**src/rtl/fb_write_arbiter.sv**
```systemverilog
// fb_write_arbiter: round-robin owner of the single framebuffer write port.
// Each writer engine requests the port, keeps it until it pulses done (or
// drops req), and the port then spends one dead RELEASE cycle before the
// next owner is granted. Requester data reaches the mem_* outputs one
// cycle after it is presented while granted.
// Optional feature macro: FB_ARB_WATCHDOG_EN builds a hold-time watchdog
// that forcibly releases an owner after HOLD_MAX grant cycles and raises a
// sticky watchdog_err.
module fb_write_arbiter #(
  parameter int NREQ     = 3,
  parameter int ID_W     = 2,
  parameter int HOLD_MAX = 65536
) (
  input  logic               clock,
  input  logic               reset,
  input  logic [NREQ-1:0]    req,
  input  logic [NREQ-1:0]    done,
  input  logic [NREQ*19-1:0] req_waddr,
  input  logic [NREQ*3-1:0]  req_wdata,
  input  logic [NREQ-1:0]    req_wenable,
  output logic [NREQ-1:0]    gnt,
  output logic [ID_W-1:0]    active_id,
  output logic               busy,
  output logic [18:0]        mem_waddr,
  output logic [2:0]         mem_wdata,
  output logic               mem_wenable,
  output logic               watchdog_err
);

  typedef enum logic [1:0] {IDLE, GRANT, RELEASE} state_t;

  state_t          state;
  logic [ID_W-1:0] last_id;
  logic [ID_W-1:0] winner;
  logic [ID_W-1:0] sel;
  logic            found;
  logic            any_req;
  logic            cur_req;
  logic            cur_done;
  logic            cur_wen;
  logic [18:0]     cur_waddr;
  logic [2:0]      cur_wdata;
  logic            wd_expire;
  logic            release_now;

  // Round-robin pick: first requesting index after last_id, wrapping at NREQ.
  always_comb begin
    sel     = '0;
    found   = 1'b0;
    any_req = |req;
    for (int k = 1; k <= NREQ; k++) begin
      for (int i = 0; i < NREQ; i++) begin
        if (!found && req[i] &&
            ((int'(last_id) + k == i) || (int'(last_id) + k == i + NREQ))) begin
          sel   = ID_W'(i);
          found = 1'b1;
        end
      end
    end
  end

  // Select the current owner's request, release pulse and write data.
  always_comb begin
    cur_req   = 1'b0;
    cur_done  = 1'b0;
    cur_wen   = 1'b0;
    cur_waddr = '0;
    cur_wdata = '0;
    for (int i = 0; i < NREQ; i++) begin
      if (winner == ID_W'(i)) begin
        cur_req   = req[i];
        cur_done  = done[i];
        cur_wen   = req_wenable[i];
        cur_waddr = req_waddr[i*19 +: 19];
        cur_wdata = req_wdata[i*3 +: 3];
      end
    end
  end

`ifdef FB_ARB_WATCHDOG_EN
  logic [31:0] hold_cnt;

  assign wd_expire = (hold_cnt == 32'(HOLD_MAX - 1));

  // Count grant cycles of the current owner; zero outside GRANT so each
  // ownership starts from 0.
  always_ff @(posedge clock or posedge reset) begin
    if (reset) hold_cnt <= '0;
    else if (state == GRANT) hold_cnt <= hold_cnt + 32'd1;
    else hold_cnt <= '0;
  end

  // Latch a watchdog error when an owner is forcibly released.
  always_ff @(posedge clock or posedge reset) begin
    if (reset) watchdog_err <= 1'b0;
    else if (state == GRANT && wd_expire) watchdog_err <= 1'b1;
  end
`else
  assign wd_expire = 1'b0;
  // Without the watchdog HOLD_MAX has no effect and the flag is constant 0.
  assign watchdog_err = (HOLD_MAX < 0);
`endif

  assign release_now = cur_done | ~cur_req | wd_expire;

  // Arbiter FSM with registered grant, status and memory write outputs.
  always_ff @(posedge clock or posedge reset) begin
    if (reset) begin
      state       <= IDLE;
      last_id     <= ID_W'(NREQ - 1);
      winner      <= '0;
      gnt         <= '0;
      active_id   <= '0;
      busy        <= 1'b0;
      mem_waddr   <= '0;
      mem_wdata   <= '0;
      mem_wenable <= 1'b0;
    end else begin
      case (state)
        IDLE, RELEASE: begin
          mem_wenable <= 1'b0;
          gnt         <= '0;
          active_id   <= '0;
          if (any_req) begin
            state     <= GRANT;
            winner    <= sel;
            gnt       <= {{(NREQ-1){1'b0}}, 1'b1} << sel;
            active_id <= sel;
            busy      <= 1'b1;
          end else begin
            state <= IDLE;
            busy  <= 1'b0;
          end
        end
        GRANT: begin
          mem_waddr   <= cur_waddr;
          mem_wdata   <= cur_wdata;
          mem_wenable <= cur_wen;
          if (release_now) begin
            state     <= RELEASE;
            gnt       <= '0;
            active_id <= '0;
            last_id   <= winner;
          end
        end
        default: begin
          state       <= IDLE;
          gnt         <= '0;
          active_id   <= '0;
          busy        <= 1'b0;
          mem_wenable <= 1'b0;
        end
      endcase
    end
  end

endmodule

```
**config.mk**
```make
export PLATFORM = sky130hd
export DESIGN_NAME = fb_write_arbiter
export DESIGN_NICKNAME = d
export VERILOG_FILES = /design/src/rtl/fb_write_arbiter.sv
export SDC_FILE = /design/constraint.sdc
export NUM_CORES = 1
export LEC_CHECK = 0
export ABC_AREA = 1
export CAP_MARGIN = 10
export CORE_ASPECT_RATIO = 1.75
export CORE_UTILIZATION = 35
export CTS_CLUSTER_DIAMETER = 200
export DETAILED_ROUTE_END_ITERATION = 8
export GPL_ROUTABILITY_DRIVEN = 0
export PLACE_DENSITY = 0.87
export SYNTH_ARGS = -nofsm -noshare
export SYNTH_HDL_FRONTEND = slang
export SYNTH_SLANG_ARGS = --single-unit
```
**constraint.sdc**
```tcl
create_clock -name clock -period 1.6 [get_ports clock]
set_input_delay 0.32 -clock clock [delete_from_list [all_inputs] [get_ports clock]]
set_output_delay 0.32 -clock clock [all_outputs]
set_load 0.005 [all_outputs]
```
==> impl_metrics.env <==
export IMPL_port_buffers=105
export IMPL_worstSetupEndpointType="register"
export IMPL_synth_area_top_cells="dfrtp_1, nand2_1, nand3_1"
export IMPL_crit_family="flip-flops"
export IMPL_tritoncts="done"
export IMPL_num_fill_cells=469
export IMPL_ios=107
export IMPL_ys_types=27
export IMPL_dieWidth_um=58.2
export IMPL_antenna_cells=0
export IMPL_path_cells="inv_2 > ha_4 > inv_2 > nand2_4 > buf_4 > nand4_1 > nand2_1 > inv_2 > nand2_2 > nand2_2 > o21ai_1"
export IMPL_p_comb_share_pct=57.7
export IMPL_max_stage_delay_ns=0.54
export IMPL_wl_per_cell_um=14.6
export IMPL_finalClockSkew_ns=0.00769
export IMPL_drv_slew=0
export IMPL_synth_nets=323
export IMPL_outcome="complete, no violations"
export IMPL_period_minus_slack_ns=1.56
export IMPL_fmax_mhz=641
export IMPL_clockRootBuffer="clkbuf_8"
export IMPL_cp_required_ns=1.77
export IMPL_grt_usage_pct=22.4
export IMPL_post_dp_cell_area_um2=3080
export IMPL_via_per_inst=4.99
export IMPL_dr_pass1_iters=4
export IMPL_synth_top_cell_by_area="dfrtp_1"
export IMPL_final_common_cell="clkdlybuf4s50_1"
export IMPL_row_count=35
export IMPL_ir_worst_vdd_mv=1.07
export IMPL_hold_class="input port to asynchronous set/reset pin"
export IMPL_p_clk_share_pct=14.4
export IMPL_crit_fanout=3
export IMPL_p_sw_share_pct=39.7
export IMPL_coreArea_um2=5300
export IMPL_power_density_nw_per_um2=1760
export IMPL_p_sw_w=0.00228
export IMPL_post_place_cells=418
export IMPL_grt_pass1_vias=2194
export IMPL_yosysSeqAreaShare_pct=45.4
export IMPL_synth_area_um2=1930
export IMPL_syn_area_per_cell_um2=7.96
export IMPL_drc_errors=0
export IMPL_crit_top_cell="inv_2"
export IMPL_fin_area_um2=3260
export IMPL_crit_arrival_ns=1.72
export IMPL_post_route_period_util_pct=97.4
export IMPL_drive_above_1_share_pct=13.9
export IMPL_cts_buffers=5
export IMPL_crit_type="register to register"
export IMPL_clock_sinks=35
export IMPL_grt_pass1_wl_um=9910
export IMPL_worst_path_buf_inv=4
export IMPL_cp_start_kind="register"
export IMPL_yosys_warnings=0
export IMPL_overflow=0
export IMPL_dieArea_um2=5840
export IMPL_grt_max_degree=25
export IMPL_p_seq_share_pct=28.0
export IMPL_fin_nets=432
export IMPL_cap_violations=0
export IMPL_post_dp_hpwl_um=4620
export IMPL_antenna_found_initial=0
export IMPL_intPower_w=0.00346
export IMPL_synthCells=243
export IMPL_instances_no_fill=427
export IMPL_vias=2131
export IMPL_final_cell_mix="clkdlybuf4s50_1, nand2_1, dfrtp_1"
export IMPL_setup_viol=0
export IMPL_power_leakage_nw=1.39
export IMPL_ant_nets=0
export IMPL_clk_path_buf_depth=2
export IMPL_ys_ff_latch=35
export IMPL_fp_dieH_um=100
export IMPL_hold_viol=0
export IMPL_yosys_area_top_type_share_pct=44.0
export IMPL_start_util_pct=36.5
export IMPL_slowest_stage="dfstp_2"
export IMPL_area_delta_synth_final_pct=68.8
export IMPL_drt_iter0_markers=123
export IMPL_drt_total_wl_um=6250
export IMPL_rsz0062_at_grt="yes"
export IMPL_tns_ns=0
export IMPL_cts_hold_fix_buffers=0
export IMPL_clk_latency_ns=0.29
export IMPL_path_clk_slew_ns=0.08
export IMPL_cts_htree_levels=2
export IMPL_p_total_w=0.00574
[cells in the mapped netlist (all sizes together)]
library cell  number
or2                1
nand3             30
a21oi             21
o21ai              7
inv               19
dfstp              1
a41oi              1
conb               1
nand4              3
a31oi             23
clkbuf             6
buf                9
ha                 3
dfrtp             34
o21bai             1
nand2             54
nor2              29
[what timing repair did]
| item | in CTS | in global routing |
|---|---|---|
| setup endpoints to repair | 7 | 8 |
| endpoints found under the hold margin | 0 | 0 |
| setup buffers | 0 | 1 |
| resized for setup | 4 | 15 |
| pin swaps | 1 | 4 |
[cell families (layout without fill, tap and decap cells)]
family / count (synthesis) / after routing / synth area share [%]
fa+ha+maj: 3 / 3 / 1.94
compound gates: 53 / 53 / 16.3
other cells: 1 / 1 / 0.194
buf+inv: 34 / 144 / 8.35
simple gates: 117 / 117 / 27.8
flops: 35 / 35 / 45.4
[sequential cells by signal (all words and copies together) (netlist names)]
register,flops
mem_wenable,1
gnt,3
state,2
active_id,2
mem_waddr,19
busy,1
winner,2
last_id,2
mem_wdata,3
[final timing paths]
check / from / to / slack, ns / cells after the start
worst min-delay path: reset / gnt[0] / 0.37 / 3
worst min register to register: busy / busy / 0.49 / 2
worst max-delay path: last_id[1] / winner[1] / 0.04 / 11
max in group asynchronous: reset / mem_wdata[0] / 0.97 / 3
min in group clock: busy / busy / 0.49 / 2
worst max register to register: last_id[1] / winner[1] / 0.04 / 11
[through the flow]
stage | utilization (%) | setup WS, ns | hold WS (ns)
final | 61.6 | 0.0411 | 0.369
after global routing | 61.6 | -0.0405 | 0.380
after CTS | 60.6 | 0.00658 | 0.367
after detailed placement | 58.2 | -0.0952 | 0.483
after global placement | 58.2 | -0.0445 | 0.467
after floorplan | - | 0.0437 | 0.470
[worst reg2reg max path, delay by kind of cell (launching register included)]
kind	cells	cell delay, ns
fa+ha+maj	1	0.23
compound gates	1	0.06
simple gates	5	0.33
buf+inv	4	0.30
flops	1	0.54
[power groups by stage]
| stage | registers, W | logic, W | clock network [W] |
|---|---|---|---|
| floorplan | 0.00160 | 0.00175 | 0 |
| global placement | 0.00159 | 0.00312 | 0 |
| detailed placement | 0.00162 | 0.00316 | 0 |
| CTS | 0.00160 | 0.00320 | 0.000849 |
| global route | 0.00165 | 0.00364 | 0.000892 |
| finish | 0.00160 | 0.00331 | 0.000825 |
[area by class of cell]
class,instances,area (µm²),area share (%)
repair buffers,117,1150,35.4
multi-input cells,174,948,29.1
flip-flops and latches,35,877,26.9
well taps,74,92.6,2.84
clock buffers,6,82.6,2.53
inverters,19,73.8,2.26
clock inverters,2,35.0,1.07
[layer usage]
metal / wire, µm / up-vias / GRT usage [%] / share of wire [%]
met3: 270 / 15 / 3.99 / 4.3
met2: 3590 / 84 / 41.6 / 57
met1: 2200 / 998 / 22.7 / 35
li1: - / 1034 / - / -
met4: 187 / 0 / 12.1 / 3.0
met5: 0 / - / 0 / 0
No activity file was read; power rests on OpenSTA's default activity.
